--- config.mk ---
export PLATFORM = sky130hd
export DESIGN_NAME = calcu_q
export DESIGN_NICKNAME = d
export VERILOG_FILES = /design/src/rtl/gf_pkg.sv /design/src/rtl/gf_delay_line.sv /design/src/rtl/calcu_q.sv
export SDC_FILE = /design/constraint.sdc
export NUM_CORES = 2
export LEC_CHECK = 0
export CORE_MARGIN = 10
export CORE_UTILIZATION = 55
export CTS_BUF_LIST = sky130_fd_sc_hd__clkbuf_8
export CTS_CLUSTER_SIZE = 24
export DETAILED_ROUTE_END_ITERATION = 10
export GPL_TIMING_DRIVEN = 0
export PLACE_DENSITY = 0.73
export SLEW_MARGIN = 20
export SYNTH_ARGS = -nofsm -noshare
export SYNTH_HDL_FRONTEND = slang
export SYNTH_SLANG_ARGS = --single-unit
--- constraint.sdc ---
create_clock -name iCLK -period 8.94 [get_ports iCLK]
set_input_delay 0.894 -clock iCLK [delete_from_list [all_inputs] [get_ports iCLK]]
set_output_delay 0.894 -clock iCLK [all_outputs]
set_load 0.005 [all_outputs]
--- src/rtl/gf_pkg.sv ---
// Shared guided-filter definitions: frame geometry, bus widths, coefficient
// fixed-point format and the frame-handshake state encoding.
package gf_pkg;

  localparam int IMG_W  = 400;
  localparam int IMG_H  = 300;
  localparam int NPIX   = IMG_W * IMG_H;
  localparam int ADDR_W = 17;
  localparam int DATA_W = 24;
  localparam int FRAC   = 7;

  typedef enum logic [1:0] {
    IDLE  = 2'd0,
    RUN   = 2'd1,
    DRAIN = 2'd2,
    DONE  = 2'd3
  } gf_state_e;

endpackage

--- src/rtl/gf_delay_line.sv ---
// DEPTH x WIDTH shift register with synchronous active-low reset. The top bit
// of every stage is exported so a caller can use it as a per-stage valid flag.
module gf_delay_line #(
  parameter int DEPTH = 1,
  parameter int WIDTH = 1
) (
  input  logic             iCLK,
  input  logic             iRST_N,
  input  logic [WIDTH-1:0] din,
  output logic [WIDTH-1:0] dout,
  output logic [DEPTH-1:0] flags
);

  // Stage 0 sits in the low slice; the oldest entry is at the top.
  logic [DEPTH*WIDTH-1:0] stages_q;
  logic [DEPTH*WIDTH-1:0] stages_d;

  if (DEPTH == 1) begin : g_one
    always_comb stages_d = din;
  end else begin : g_many
    always_comb stages_d = {stages_q[(DEPTH-1)*WIDTH-1:0], din};
  end

  // NOTE: every stage is reset, not just the valid bits, because the chain is
  // a handful of flops and a clean reset keeps wrAddr free of stale X values.
  always_ff @(posedge iCLK) begin
    if (!iRST_N) stages_q <= '0;
    else         stages_q <= stages_d;
  end

  always_comb begin
    for (int i = 0; i < DEPTH; i++) flags[i] = stages_q[i*WIDTH + WIDTH-1];
  end

  assign dout = stages_q[DEPTH*WIDTH-1 -: WIDTH];

endmodule

--- src/rtl/calcu_q.sv ---
// Final guided-filter stage: q = sat(((a*I) >> FRAC) + b) per pixel, streamed
// from the I/a/b frame RAMs to the output RAM. Define CALCU_Q_ROUND_EN to round half-up.
module calcu_q #(
  parameter int IMG_W  = gf_pkg::IMG_W,
  parameter int IMG_H  = gf_pkg::IMG_H,
  parameter int FRAC   = gf_pkg::FRAC,
  parameter int RD_LAT = 1,
  parameter int QMAX   = 255
) (
  input  logic                      iCLK,
  input  logic                      iRST_N,
  input  logic                      ena,
  output logic                      done,
  output logic [gf_pkg::ADDR_W-1:0] rdAddr,
  input  logic [gf_pkg::DATA_W-1:0] oDataI,
  input  logic [gf_pkg::DATA_W-1:0] oDataA,
  input  logic [gf_pkg::DATA_W-1:0] oDataB,
  output logic                      wren,
  output logic [gf_pkg::ADDR_W-1:0] wrAddr,
  output logic [gf_pkg::DATA_W-1:0] iDataQ
);

  import gf_pkg::ADDR_W;
  import gf_pkg::DATA_W;
  import gf_pkg::gf_state_e;
  import gf_pkg::IDLE;
  import gf_pkg::RUN;
  import gf_pkg::DRAIN;
  import gf_pkg::DONE;

  localparam int                NPIX      = IMG_W * IMG_H;
  localparam int                CHAIN_W   = 1 + ADDR_W;
  localparam logic [ADDR_W-1:0] LAST_ADDR = ADDR_W'(NPIX - 1);
  localparam logic [48:0]       QMAX_W    = 49'(QMAX);

  gf_state_e         state_q, state_d;
  logic [ADDR_W-1:0] rd_addr_q, rd_addr_d;
  logic              done_q, done_d;
  logic              wren_q, wren_d;
  logic [ADDR_W-1:0] wr_addr_q, wr_addr_d;
  logic [DATA_W-1:0] q_q, q_d;

  logic              pipe_valid;
  logic [ADDR_W-1:0] pipe_addr;
  logic [RD_LAT-1:0] pipe_flags;
  logic              pipe_busy;

  // Each issued address rides alongside its valid bit until the RAM data for
  // that address is on oDataI/oDataA/oDataB.
  gf_delay_line #(
    .DEPTH (RD_LAT),
    .WIDTH (CHAIN_W)
  ) u_addr_chain (
    .iCLK   (iCLK),
    .iRST_N (iRST_N),
    .din    ({state_q == RUN, rd_addr_q}),
    .dout   ({pipe_valid, pipe_addr}),
    .flags  (pipe_flags)
  );

  assign pipe_busy = |pipe_flags;

  logic [47:0] prod;
  logic [47:0] sh;
  logic [48:0] sum;
  logic [DATA_W-1:0] q_calc;

  always_comb begin
    prod = {24'd0, oDataA} * {24'd0, oDataI};
`ifdef CALCU_Q_ROUND_EN
    sh = (prod + (48'd1 << (FRAC - 1))) >> FRAC;
`else
    sh = prod >> FRAC;
`endif
    sum    = {1'b0, sh} + {25'd0, oDataB};
    q_calc = (sum > QMAX_W) ? DATA_W'(QMAX) : sum[DATA_W-1:0];
  end

  // NOTE: every signal gets a default before the case so no path leaves one
  // unassigned, which would otherwise infer a latch.
  always_comb begin
    state_d   = state_q;
    rd_addr_d = rd_addr_q;
    done_d    = 1'b0;
    case (state_q)
      IDLE: begin
        if (ena) begin
          state_d   = RUN;
          rd_addr_d = '0;
        end
      end
      RUN: begin
        if (rd_addr_q == LAST_ADDR) begin
          state_d   = DRAIN;
          rd_addr_d = '0;
        end else begin
          rd_addr_d = rd_addr_q + 1'b1;
        end
      end
      DRAIN: begin
        // Chain empty means the final write is in the output register now,
        // so done lands exactly one cycle after it.
        if (!pipe_busy) begin
          state_d = DONE;
          done_d  = 1'b1;
        end
      end
      DONE:    state_d = IDLE;
      default: state_d = IDLE;
    endcase

    wren_d    = pipe_valid;
    wr_addr_d = pipe_valid ? pipe_addr : wr_addr_q;
    q_d       = pipe_valid ? q_calc    : q_q;
  end

  // NOTE: non-blocking assignments so every flop samples pre-edge values.
  always_ff @(posedge iCLK) begin
    if (!iRST_N) begin
      state_q   <= IDLE;
      rd_addr_q <= '0;
      done_q    <= 1'b0;
      wren_q    <= 1'b0;
      wr_addr_q <= '0;
      q_q       <= '0;
    end else begin
      state_q   <= state_d;
      rd_addr_q <= rd_addr_d;
      done_q    <= done_d;
      wren_q    <= wren_d;
      wr_addr_q <= wr_addr_d;
      q_q       <= q_d;
    end
  end

  assign rdAddr = rd_addr_q;
  assign done   = done_q;
  assign wren   = wren_q;
  assign wrAddr = wr_addr_q;
  assign iDataQ = q_q;

endmodule

# Word-level counts from Yosys, hierarchy flattened
# Cells that the tools add are included.
# word_totals
regBits,80
inputBits,75
# op_classes
magnitude_cmp,1
n_reduce_logical,5
eq_ne,7
n_mux,9
multipliers,1
n_addsub,2
# op_table
op,n
24-bit by 24-bit multiplier with 48-bit output,1
41-bit by 24-bit adder with 42-bit output,1
42-bit by 8-bit > comparator with 1-bit output (second input constant),1
17-bit two-way mux,2
17-bit one-hot mux with 2 select lines,1
24-bit two-way mux,1
17-bit by 1-bit adder with 17-bit output (second input constant),1
17-bit == test (second input constant),1
2-bit one-hot mux with 4 select lines,1
2-bit two-way mux,3
2-bit inequality test (second input constant),3
2-bit == test (second input constant),2
2-bit AND reduction,2
3-bit AND reduction,1
2-bit by 1-bit == test with 1-bit output (second input constant),1
2-bit logical NOT,1
2-bit nonzero test,1
1-bit two-way mux,1

# Longest topological paths before layout
# depth
word_depth,4
depth_mapped,36
mapped_depth_nobuf,34

# Cells and area by module
# Synthesis repeated with hierarchy kept, for this count alone.
# unflattened
hier_cells,2792
area_unflattened_um2,24023.0
# by_module_without_submodules
mod,instances,cells_each,area_per_inst_um2
calcu_q,1,2754,23513.8
gf_delay_line,1,38,509.2

# Least setup slack after synthesis
# No wires, ideal clock.
# synth_path
kind,input to register
from,input oDataA[17] in the netlist's numbering
to,register q_q[0] (netlist: iDataQ[0])
setup_ns,0.144
setup_slack_ns,-0.290
required_ns,8.796
n_path_buf,3
t_arrival_ns,9.086
path_stages,34
cell_sequence,clkbuf_1 -> nand2_1 -> fa_1 -> inv_1 -> fa_1 -> inv_1 -> fa_1 -> fa_1 -> inv_1 -> fa_1 -> fa_1 -> inv_1 -> fa_1 -> inv_1 -> ha_1 -> buf_2 -> nand2_1 -> nor2_1 -> a22o_1 -> nor4b_4 -> xnor2_1 -> ha_1 -> buf_4 -> nand4_2 -> nor4_1 -> o311ai_1 -> a31oi_1 -> a41oi_1 -> nor3_2 -> nand3_4 -> nor4_4 -> mux2_2 -> o21ai_1 -> a31oi_1
# synth_via
elab_chain_len,4
# synth_lines
item,line,source
from (decl),calcu_q.sv:16,"input logic [gf_pkg::DATA_W-1:0] oDataA,"
24-bit by 24-bit multiplier with 48-bit output,calcu_q.sv:69,"prod = {24'd0, oDataA} * {24'd0, oDataI};"
41-bit by 24-bit adder with 42-bit output,calcu_q.sv:75,"sum = {1'b0, sh} + {25'd0, oDataB};"
42-bit by 8-bit > comparator with 1-bit output,calcu_q.sv:76,q_calc = (sum > QMAX_W) ? DATA_W'(QMAX) : sum[DATA_W-1:0];
24-bit two-way mux,calcu_q.sv:76,
to (signal assigned),calcu_q.sv:132,q_q <= q_d;
to (decl),calcu_q.sv:41,"logic [DATA_W-1:0] q_q, q_d;"
# No other way between the ends.
# A chain may end at the register's enable or synchronous reset.

# Worst setup path after layout
# layout_path
from,input oDataI[21] in the netlist's numbering
to,register q_q[0] (netlist: iDataQ[0])
# layout_via
elab_chain_len,4
# layout_lines
item,line,source
from (decl),calcu_q.sv:15,"input logic [gf_pkg::DATA_W-1:0] oDataI,"
24-bit by 24-bit multiplier with 48-bit output,calcu_q.sv:69,
41-bit by 24-bit adder with 42-bit output,calcu_q.sv:75,
42-bit by 8-bit > comparator with 1-bit output,calcu_q.sv:76,
24-bit two-way mux,calcu_q.sv:76,
# No other way between the ends.

==> flow_metrics.py <==
metrics = {
    "detailed_routing": {
        "wire_per_inst_um": 22.7,
        "drt_wl_total_um": 84100,
        "drtAntennaViolNets": 0,
        "first_pass_iters": 6,
        "avgViaCountPerCell": 5.73,
        "drc_errors": 0,
        "drt-initial-drc-count": 1842,
        "detailroute.via_count": 21200,
    },
    "critical_path": {
        "crit_path_launch": "oDataI[21]",
        "critical_path.reg2reg.endpoint": "iDataQ[0]",
        "reg2regPathDepth": 10,
        "crit_path_to": "iDataQ[0]",
        "regToRegSetupSlack_ns": 6.15,
        "required_ns": 9.17,
        "critPathArrivalTime_ns": 9.52,
        "crit-reg2reg-launch": "u_addr_chain.dout[17]",
        "timing.critical_path.slowest_cell_delay_ns": 0.57,
        "cp_common_cell": "sky130_fd_sc_hd__fa_1",
        "crit_path_max_fanout": 8,
        "timing.critical_path.from_type": "input pin",
        "crit_path_top_delay_cell": "sky130_fd_sc_hd__fa_1",
        "timing_worst_setup_path_type": "in2reg",
        "capturing_element_type_of_the_critical_path": "flop",
    },
    "sta": {
        "final_min_period_over_clock_period": 1.04,
        "final-max-slew-violation-count": 0,
        "setup_viol_count_final": 8,
        "worst_slew_margin_rel": 0.512,
        "tightest_slew_ns": 0.733,
        "rsz0062_at_grt": "yes",
        "highest_clock_frequency_the_design_can_meet_mhz": 108,
        "finalHoldWorstSlack_ns": 0.464,
        "fin_ws_ns": -0.349,
        "hold_viol": 0,
        "min_period_ns": 9.29,
        "fin_skew_ns": 0.0132,
    },
    "clock_network": {
        "cts_tree": "yes",
        "htree_levels": 3,
        "clock_path_buffers": 2,
        "clock_sinks": 80,
        "cts_buffer_count": 9,
        "cts.root.buffer_cell": "sky130_fd_sc_hd__clkbuf_8",
        "postCtsHoldBufs": 0,
        "clk-insertion-delay-late_ns": 0.36,
        "worst_setup_hold_path_clk_slew_ns": 0.09,
    },
    "outcome": {
        "violations": "setup timing",
        "run_status": "finished with violations",
    },
    "die": {
        "initial_utilization": 0.560,
        "die_area_um2": 53000,
        "die-height_um": 230,
        "core_region_area_um2": 43400,
        "placementRows": 76,
        "floorplan.io_pins": 135,
        "die_width_um": 230,
    },
    "yosys": {
        "syn_area_per_cell_um2": 8.63,
        "synth_cell_type_count": 91,
        "postSynth.topFlopCell": "sky130_fd_sc_hd__dfxtp_1",
        "post_synth_mux_area_share": 0.0100,
        "ys_ff_latch": 80,
        "ys_seq_area_frac": 0.0660,
        "synthCells": 2813,
        "yosys-top-cells-area": "sky130_fd_sc_hd__fa_1, sky130_fd_sc_hd__ha_1, sky130_fd_sc_hd__inv_1",
        "post_synthesis_share_of_cell_area_spent_on_and_or_nand_and_nor_gates": 0.204,
        "post_synthesis_net_count": 3568,
        "postSynth.asyncResetShare": 0,
        "synth.largest_area_cell": "sky130_fd_sc_hd__fa_1",
        "synth.cell_area_um2": 24300,
        "ys_warn_count": 0,
        "synth_compound_gate_area_share": 0.0793,
        "synth_adder_area_share": 0.499,
        "post_synth_xor_area_fraction": 0.0224,
        "synth_top_area_frac": 0.397,
        "synth_enable_flop_cells": 0,
        "main_combinational_cell_family_by_area_after_synthesis": "adder cells",
    },
    "final_layout": {
        "syn2layout_area_growth_pct": 23.9,
        "layout_commonest_cell": "sky130_fd_sc_hd__inv_1",
        "post_route_cells_drive_above_1_share": 0.189,
        "number_of_nets_in_the_final_layout": 3868,
        "postLayoutCellArea_um2": 30100,
        "post_layout_nonfiller_instances": 3704,
        "finished_core_util": 0.694,
        "mostFrequentLayoutCells": "sky130_fd_sc_hd__inv_1, sky130_fd_sc_hd__fa_1, sky130_fd_sc_hd__nand2_1, sky130_fd_sc_hd__and2_1, sky130_fd_sc_hd__ha_1",
    },
    "place": {
        "hpwlAfterDp_um": 65800,
        "place_congestion": 1.03,
        "place.detailed.instances": 3532,
        "place.port_buffers": 134,
        "place_area_um2": 26400,
    },
    "global_routing": {
        "grt_max_degree": 17,
        "antenna_found_initial": 3,
        "grt_pass1_vias": 22300,
        "wire_length_of_the_first_global_routing_pass_um": 128000,
        "grt_use_total": 0.313,
        "grt_overflow_total": 0,
    },
    "worst_hold_path": {
        "worst_hold_class": "reg2reg",
    },
    "job": {
        "cap_violations": 0,
    },
}
[routing by layer]
| metal | vias to the layer above | wire (um) | track usage |
|---|---|---|---|
| met5 | - | 26 | 0 |
| met2 | 1049 | 40000 | 0.513 |
| met3 | 255 | 7890 | 0.0613 |
| li1 | 9193 | - | - |
| met1 | 10700 | 32000 | 0.395 |
| met4 | 4 | 4250 | 0.138 |
[sequential cells by signal, summed over array words and instances, names as in the netlist]
name / cells
iDataQ: 24
u_addr_chain.dout: 18
rdAddr: 17
wrAddr: 17
state_q: 2
done: 1
wren: 1
[stage by stage]
step	TNS, ns	worst slack, ns
global route	-4.32	-0.548
global placement	-22.01	-2.76
finish	-2.60	-0.349
CTS	-2.15	-0.280
detailed placement	-22.62	-2.85
floorplan	0	0.00213
[synthesized netlist by cell type (5+ instances only)]
cell type                  instances
sky130_fd_sc_hd__a21o_1           10
sky130_fd_sc_hd__and3_1            7
sky130_fd_sc_hd__nand4_1          37
sky130_fd_sc_hd__o21a_1           14
sky130_fd_sc_hd__nand2b_1         10
sky130_fd_sc_hd__o21bai_1          8
sky130_fd_sc_hd__buf_2            16
sky130_fd_sc_hd__clkbuf_1        105
sky130_fd_sc_hd__nor4_1            6
sky130_fd_sc_hd__nand2_1         348
sky130_fd_sc_hd__o21ai_1          13
sky130_fd_sc_hd__buf_4            27
sky130_fd_sc_hd__xor2_1           26
sky130_fd_sc_hd__o31ai_1           7
sky130_fd_sc_hd__a211oi_1         12
sky130_fd_sc_hd__nor2b_1          29
sky130_fd_sc_hd__nor3_1           14
sky130_fd_sc_hd__o31a_1            6
sky130_fd_sc_hd__buf_1             5
sky130_fd_sc_hd__nor2_1           86
sky130_fd_sc_hd__nand3_1          18
sky130_fd_sc_hd__dfxtp_1          80
sky130_fd_sc_hd__xnor2_1          36
sky130_fd_sc_hd__ha_1            198
sky130_fd_sc_hd__a31oi_1          15
sky130_fd_sc_hd__or3_1             7
sky130_fd_sc_hd__o211ai_1          7
sky130_fd_sc_hd__and2_1          346
sky130_fd_sc_hd__fa_1            482
sky130_fd_sc_hd__o21ai_0          52
sky130_fd_sc_hd__a21oi_1          89
sky130_fd_sc_hd__mux2i_1          21
sky130_fd_sc_hd__and4_1            6
sky130_fd_sc_hd__inv_1           577
[how the worst min path moves through the flow]
stage	start	slack, ns	to	cells after the start
after floorplan	iDataQ[10]	0.45	iDataQ[10]	1
after global placement	iDataQ[18]	0.44	iDataQ[18]	1
after detailed placement	iDataQ[15]	0.45	iDataQ[15]	1
after CTS	iDataQ[15]	0.47	iDataQ[15]	1
after global routing	iDataQ[17]	0.48	iDataQ[17]	1
final	iDataQ[15]	0.46	iDataQ[15]	1
[kinds of logic after synthesis]
kind of cell    after synthesis
mux                          24
buf+inv                     732
flops                        80
simple gates                946
compound gates              289
fa+ha+maj                   680
xor+xnor                     62
[worst max-delay path: cells and delay by family]
family | cells | cell delay, ns
AO/OA/AOI/OAI | 8 | 1.94
XOR/XNOR | 1 | 0.11
adder cells (fa/ha/maj) | 9 | 4.21
buffers and inverters | 6 | 0.88
AND/OR/NAND/NOR | 7 | 1.46
[area by class of cell]
| class | instances | area [um^2] |
|---|---|---|
| clock buffers | 9 | 124 |
| diodes | 1 | 2.50 |
| well taps | 585 | 732 |
| repair buffers | 294 | 2670 |
| flip-flops and latches | 80 | 1600 |
| multi-input cells | 2001 | 20700 |
| inverters | 577 | 2170 |
| plain buffers | 150 | 1950 |
| clock inverters | 7 | 108 |
| fillers | 3432 | 13300 |
[repair_timing]
item,CTS,global route
cloned,5,0
endpoints found under the setup margin,8,8
setup buffers,120,35
gates resized for setup,715,178
pin swaps,138,101
Power is not shown: default switching activity piles up to over one toggle a cycle in this logic, so the estimate is an artifact.
